**src/rtl/cpu_fetch_pkg.sv**
```systemverilog
// Shared definitions for the instruction fetch path: FSM state encoding,
// instruction width in bytes and the default per-byte memory wait limit.
package cpu_fetch_pkg;

    typedef enum logic [1:0] {
        ST_IDLE = 2'd0,
        ST_RD   = 2'd1,
        ST_DONE = 2'd2
    } fetch_state_e;

    localparam int BYTES_PER_INS      = 4;
    localparam int TIMEOUT_CYCLES_DEF = 16;

endpackage

```
**src/rtl/ins_byte_packer.sv**
```systemverilog
// Shift-in shadow register that assembles an instruction one byte at a time,
// first byte ending up in [31:24]. word_next exposes the value after the shift.
module ins_byte_packer (
    input  logic        clk_sys,
    input  logic        rst_b,
    input  logic        clr,
    input  logic        shift_en,
    input  logic [7:0]  din,
    output logic [31:0] word,
    output logic [31:0] word_next
);

    assign word_next = {word[23:0], din};

    always_ff @(posedge clk_sys or negedge rst_b) begin
        if (!rst_b) begin
            word <= '0;
        end else if (clr) begin
            word <= '0;
        end else if (shift_en) begin
            word <= word_next;
        end
    end

endmodule

```
**src/rtl/ins_fetch_unit.sv**
```systemverilog
// Instruction fetch sequencer: four byte reads packed big-endian into Ins_Data.
// Optional per-byte wait timeout compiled in with FETCH_TIMEOUT_EN.
//
//   state   | meaning
//   --------+--------------------------------------------------------------
//   ST_IDLE | waiting for fetch_req; misaligned PC pulses fault
//   ST_RD   | reading byte base+byte_cnt, capturing on mem_ready
//   ST_DONE | Ins_Data valid, IRWre/fetch_done pulse, back to idle
module ins_fetch_unit
    import cpu_fetch_pkg::*;
#(
    parameter int TIMEOUT_CYCLES = TIMEOUT_CYCLES_DEF
) (
    input  logic        CLK,
    input  logic        Reset,
    input  logic        fetch_req,
    input  logic [31:0] PC_in,
    output logic [31:0] mem_addr,
    output logic        mem_rd,
    input  logic [7:0]  mem_data,
    input  logic        mem_ready,
    output logic [31:0] Ins_Data,
    output logic        IRWre,
    output logic        fetch_done,
    output logic        fault,
    output logic        busy
);

    fetch_state_e state;
    logic [31:0]  base;
    logic [1:0]   byte_cnt;
    logic         accept;
    logic         misaligned;
    logic         capture;
    logic         last_byte;
    logic         timeout_hit;
    logic [31:0]  shadow_word;
    logic [31:0]  shadow_next;

    if (TIMEOUT_CYCLES < 1) begin : g_bad_timeout
        $error("TIMEOUT_CYCLES must be at least 1");
    end

    assign misaligned = (PC_in[1:0] != 2'b00);
    assign accept     = (state == ST_IDLE) && fetch_req && !misaligned;
    assign capture    = (state == ST_RD) && mem_ready;
    assign last_byte  = (byte_cnt == 2'(BYTES_PER_INS - 1));

    assign mem_rd     = (state == ST_RD);
    assign mem_addr   = mem_rd ? (base + {30'd0, byte_cnt}) : '0;
    assign IRWre      = (state == ST_DONE);
    assign fetch_done = (state == ST_DONE);
    assign busy       = (state != ST_IDLE);

`ifdef FETCH_TIMEOUT_EN
    localparam int WAIT_W = $clog2(TIMEOUT_CYCLES + 1);
    localparam logic [WAIT_W-1:0] WAIT_LOAD = WAIT_W'(TIMEOUT_CYCLES - 1);

    logic [WAIT_W-1:0] wait_cnt;

    // Down-counter reloads on every captured byte; terminal count is the limit.
    assign timeout_hit = (state == ST_RD) && !mem_ready && (wait_cnt == '0);

    always_ff @(posedge CLK or negedge Reset) begin
        if (!Reset) begin
            wait_cnt <= WAIT_LOAD;
        end else if ((state != ST_RD) || mem_ready) begin
            wait_cnt <= WAIT_LOAD;
        end else if (wait_cnt != '0) begin
            wait_cnt <= wait_cnt - 1'b1;
        end
    end
`else
    assign timeout_hit = 1'b0;
`endif

    ins_byte_packer u_packer (
        .clk_sys   (CLK),
        .rst_b     (Reset),
        .clr       (accept),
        .shift_en  (capture),
        .din       (mem_data),
        .word      (shadow_word),
        .word_next (shadow_next)
    );

    always_ff @(posedge CLK or negedge Reset) begin
        if (!Reset) begin
            state    <= ST_IDLE;
            base     <= '0;
            byte_cnt <= '0;
            Ins_Data <= '0;
            fault    <= 1'b0;
        end else begin
            fault <= 1'b0;
            case (state)
                ST_IDLE: begin
                    if (fetch_req && misaligned) begin
                        fault <= 1'b1;
                    end else if (accept) begin
                        base     <= PC_in;
                        byte_cnt <= '0;
                        state    <= ST_RD;
                    end
                end
                ST_RD: begin
                    if (capture) begin
                        byte_cnt <= byte_cnt + 1'b1;
                        if (last_byte) begin
                            Ins_Data <= shadow_next;
                            state    <= ST_DONE;
                        end
                    end else if (timeout_hit) begin
                        fault    <= 1'b1;
                        byte_cnt <= '0;
                        state    <= ST_IDLE;
                    end
                end
                ST_DONE: state <= ST_IDLE;
                default: state <= ST_IDLE;
            endcase
        end
    end

endmodule

```
**config.mk**
```make
export PLATFORM = sky130hd
export DESIGN_NAME = ins_fetch_unit
export DESIGN_NICKNAME = d
export VERILOG_FILES = /design/src/rtl/cpu_fetch_pkg.sv /design/src/rtl/ins_byte_packer.sv /design/src/rtl/ins_fetch_unit.sv
export SDC_FILE = /design/constraint.sdc
export NUM_CORES = 1
export LEC_CHECK = 0
export BUFFER_PORTS_ARGS = -buffer_cell sky130_fd_sc_hd__buf_2
export CORE_UTILIZATION = 61
export CTS_BUF_LIST = sky130_fd_sc_hd__clkbuf_4
export DETAILED_ROUTE_END_ITERATION = 6
export GPL_ROUTABILITY_DRIVEN = 1
export PLACE_DENSITY = 0.89
export SYNTH_ARGS = -nofsm -noshare
export SYNTH_HDL_FRONTEND = slang
export SYNTH_HIERARCHICAL = 1
export SYNTH_SLANG_ARGS = --single-unit
```
**constraint.sdc**
```tcl
create_clock -name CLK -period 5.8 [get_ports CLK]
set_input_delay 0.87 -clock CLK [delete_from_list [all_inputs] [get_ports CLK]]
set_output_delay 0.87 -clock CLK [all_outputs]
set_load 0.01 [all_outputs]
```
* Word level (Yosys, flattened, before mapping)
Index checks and enable logic that the tools add are counted.
** Cells by class
- Add/sub/neg operators :: 2
- Bitwise operators :: 1
- Magnitude comparators :: 0
- Multipliers :: 0
- Reduce and logical (&&, ||, !) cells :: 14
- Div/mod/pow operators :: 0
- Equality and inequality tests :: 7
- Mux-type cells :: 14
- Shift-type cells :: 0
** Operator list (number)
- 24-bit two-way mux :: 2
- 32-bit by 2-bit adder with 32-bit output :: 1
- 32-bit two-way mux :: 1
- 2-bit two-way mux :: 7
- 2-bit case mux with 2 select lines :: 2
- 4-bit AND reduction :: 2
- 2-bit nonzero test :: 4
- 3-bit AND reduction :: 2
- 2-bit == test (second input constant) :: 2
- 1-bit logical AND :: 4
- 2-bit by 1-bit != test with 1-bit output (second input constant) :: 2
- 2-bit != test (second input constant) :: 2
- 2-bit by 1-bit adder with 2-bit output (second input constant) :: 1
- 2-bit by 1-bit == test with 1-bit output (second input constant) :: 1
- 2-bit zero test :: 1
- 1-bit two-way mux :: 2
- 1-bit zero test :: 1
- 1-bit NOT :: 1
** Storage, ports and cells
- Memory bits (read-only) :: 0
- RAM bits :: 0
- Logic and storage cells :: 44
- Flip-flop bits (word level) :: 93
- Memories :: 0
- Bits in latches :: 0
- Output and inout port bits :: 69

* Logic depth before layout (Yosys ltp)
- Word-level depth :: 6
- Gate-level depth with buffers :: 8
- Gate-level depth less buffers :: 6

* Modules after synthesis
The synthesis kept the hierarchy.
** By module, submodules not included
- ins_fetch_unit :: cells each 302, sequential area each 1726.7 um2, times used 1, area each 3442.1 um2
- ins_byte_packer :: cells each 135, sequential area each 800.8 um2, times used 1, area each 1564.0 um2

* Worst setup path before layout
No wires, ideal clock.
- Path kind :: register to output
- From :: reg byte_cnt[0]
- To :: out mem_addr[28]
- Data arrival time :: 2188 ps
- Cell stages (with the launch flop) :: 8
- Setup slack :: 2742 ps
- Cells stage by stage :: dfrtp_1 -> ha_1 -> fa_1 -> nand4_1 -> or3_1 -> clkbuf_1 -> or4_1 -> a21oi_1
** Between the ends
- Word-level cells in the longest chain between the ends :: 2
** Ends and longest elaborated chain
- start: declaration :: RTL line ins_fetch_unit.sv:31 : logic [1:0] byte_cnt;
- start signal: assignment :: RTL line ins_fetch_unit.sv:108 : byte_cnt <= byte_cnt + 1'b1;
- 32-bit by 2-bit adder with 32-bit output :: RTL line ins_fetch_unit.sv:50 : assign mem_addr = mem_rd ? (base + {30'd0, byte_cnt}) : '0;
- 32-bit two-way mux :: RTL line ins_fetch_unit.sv:50
- end: declaration :: RTL line ins_fetch_unit.sv:18 : output logic [31:0] mem_addr,
No other way between the ends.

* Worst setup path after layout
- From :: reg byte_cnt[0]
- To :: out mem_addr[18]
Same word-level chain as after synthesis.

==> results by group <==
STA
  • Worst Max-Slew Pin Slew: 1.10 ns
  • Final worst path period need: 3.91 ns
  • Final-report hold violation count: 0
  • Worst Skew: 0.0211 ns
  • FMAX: 0.256 GHz
  • Setup Viol. Count Final: 0
  • Final Cycle Share: 67.4%
  • Final worst slack: 1.89 ns
  • Max-slew violations: 0
  • Worst hold slack: 0.384 ns
  • Slew margin rel.: 26.9%
  • Setup TNS: 0 ns
  • Unrepaired setup endpoints after global routing: false

Clock network
  • Cell chosen for the clock root: clkbuf_4
  • Cts bufs inserted: 9
  • Post-CTS Resized: 0
  • Clk_lat worst skew: 0.45 ns
  • Clock transition at the registers of the reported paths: 0.14 ns
  • CTS Sinks: 93
  • H-Tree Depth: 3
  • Post-CTS Hold Buffers: 0
  • TritonCTS clock tree: yes
  • Clock Tree Buf Depth: 2
  • Setup Buffers After CTS: 0

Worst setup path
  • Crit-path max cell delay: 0.61 ns
  • Critical Path Source Type: register
  • Critical Path, Cell by Cell: ha_1, fa_1, nand4_1, or3_1, or4_1, a21oi_1, buf_2
  • Largest fanout on the critical path: 13
  • CP endpoint kind: output port
  • Worst path buffer plus inverter count: 1
  • CP max-delay cell: or3_1
  • Setup Crit Path Kind: register to output port
  • WP data required: 4.93 ns
  • Critical path arrival: 3.04 ns
  • Cell family with most CP delay: simple AND/OR/NAND/NOR gates

Routing
  • # DRC: 0
  • Number of routed nets with antenna violations: 0
  • Wirelength per Cell: 16.1 um
  • Via-to-Cell Ratio: 5.67
  • Routed wire length: 9.49 mm
  • TritonRoute pass-1 iters: 4
  • Iter 0 DRT Violations: 138
  • Via count: 3,345

Cells and area
  • Non-Filler Instances: 590
  • Finished Cell Area: 5170 um2
  • Final nets: 534
  • Core Util, Final: 70.5%
  • Fraction of final layout cells sized beyond drive strength 1: 40.1%
  • Area grow syn2layout: 10.0%
  • Fill cells: 534
  • Antenna diodes: 0

Placed design
  • Placed Area: 5030 um2
  • Dpl hpwl: 6.69 mm
  • IO Port Bufs: 112
  • Placed instance count: 574
  • Placement Setup Slack: 2.41 ns
  • Placer Congestion: 0.851

Job
  • Max cap viols: 0

Floorplan
  • Die Height: 89.7 um
  • # rows: 31
  • I/O Pins: 113
  • Die W: 89.7 um
  • Starting Density: 64.1%
  • Core Footprint: 7330 um2
  • Die area: 8050 um2

Pwr
  • Switching share of total power: 39.1%
  • Pwr per Cell Area: 496 nW/um2
  • Psw: 1.00 mW
  • Internal power: 1.56 mW
  • Clock power frac: 14.0%
  • Seq pwr share: 47.1%
  • Total power draw: 2.57 mW
  • Comb pwr share: 38.9%
  • VDD IR max: 290 uV
  • P_leak: 2.52 nW

Hold path
  • Hold Path Class: primary input to asynchronous set/reset pin

Synthesis
  • Avg Cell Area, Syn: 11.4 um2
  • Cells after synthesis: 413
  • Syn Nets: 461
  • Syn. warnings: 6
  • Post-Syn Area: 4700 um2

GRT
  • Largest net degree at the start of global routing: 53
  • Initial antenna violation count: 0
  • First-pass GRT wire length: 15.6 mm
  • Vias in the first global route: 3,203
  • Grt ovf: 0
  • All-Layer GR Usage: 24.5%

Status
  • Status: finished, final reports clean
[worst reg2reg max path, stage by stage, from the launching register on]
cell	delay [ns]
dfrtp_1	0.39
nand2b_1	0.85
clkinv_1	0.55
nand3_1	0.21
buf_4	0.41
mux2_2	0.41
[area by class of cell]
cell class                      count  area, um2  share of cell area [%]
Clock buffer                        9       67.6                    1.31
Clock inverter                      7       72.6                    1.40
Inverter                            8       30.0                   0.581
Multi-Input combinational cell    258       1950                    37.8
Sequential cell                    93       2330                    45.0
Tap cell                           99        124                    2.40
Timing Repair Buffer              116        593                    11.5
[cell usage in the layout, fill, tap and decap left out, types with 2 or more instances in the layout]
cell type	instances
a21oi_1	17
clkinvlp_4	2
xor2_1	3
and4_1	5
nor2b_1	2
or4_1	11
buf_4	5
buf_2	111
nand3_1	10
xnor2_1	8
nor3_1	4
inv_1	7
dfrtp_1	93
nand2_1	20
nor2_1	40
mux2i_1	25
nand4_1	7
or3_1	6
and2_1	4
inv_6	2
o31ai_1	10
clkinv_2	2
nor4_1	3
o21ai_0	7
clkbuf_4	9
nand2b_1	2
ha_1	3
mux2_2	62
[metal layers]
metal	share of wire (%)	GRT usage, %
met1	41	31.1
met2	51	41.9
met3	6.8	5.75
met4	0.92	7.10
met5	0	0
[sequential cells by signal, summed over array words and instances, names as in the netlist]
signal         flops
base              32
u_packer/word     24
byte_cnt           2
fault              1
state              2
Ins_Data          32
[power groups by stage]
stage	Sequential, mW	Clock (mW)	Combinational [mW]
6_report	1.21	0.359	0.999
5_1_grt	1.26	0.392	1.09
4_1_cts	1.21	0.367	1.01
3_5_place_dp	1.22	0	1.00
3_3_place_gp	1.20	0	0.965
2_1_floorplan	1.20	0	0.738
[final timing paths]
path	slack, ns	depth (start not counted)	startpoint	end
setup / recovery	1.89	7	byte_cnt[0]	mem_addr[18]
hold / removal	0.38	1	Reset	base[22]
setup reg to reg	2.89	5	state[1]	Ins_Data[24]
hold reg to reg	0.52	1	Ins_Data[3]	Ins_Data[3]
max in group asynchronous	4.35	2	Reset	Ins_Data[16]
min in group CLK	0.52	1	Ins_Data[3]	Ins_Data[3]
(Power assumes the default switching activity.)
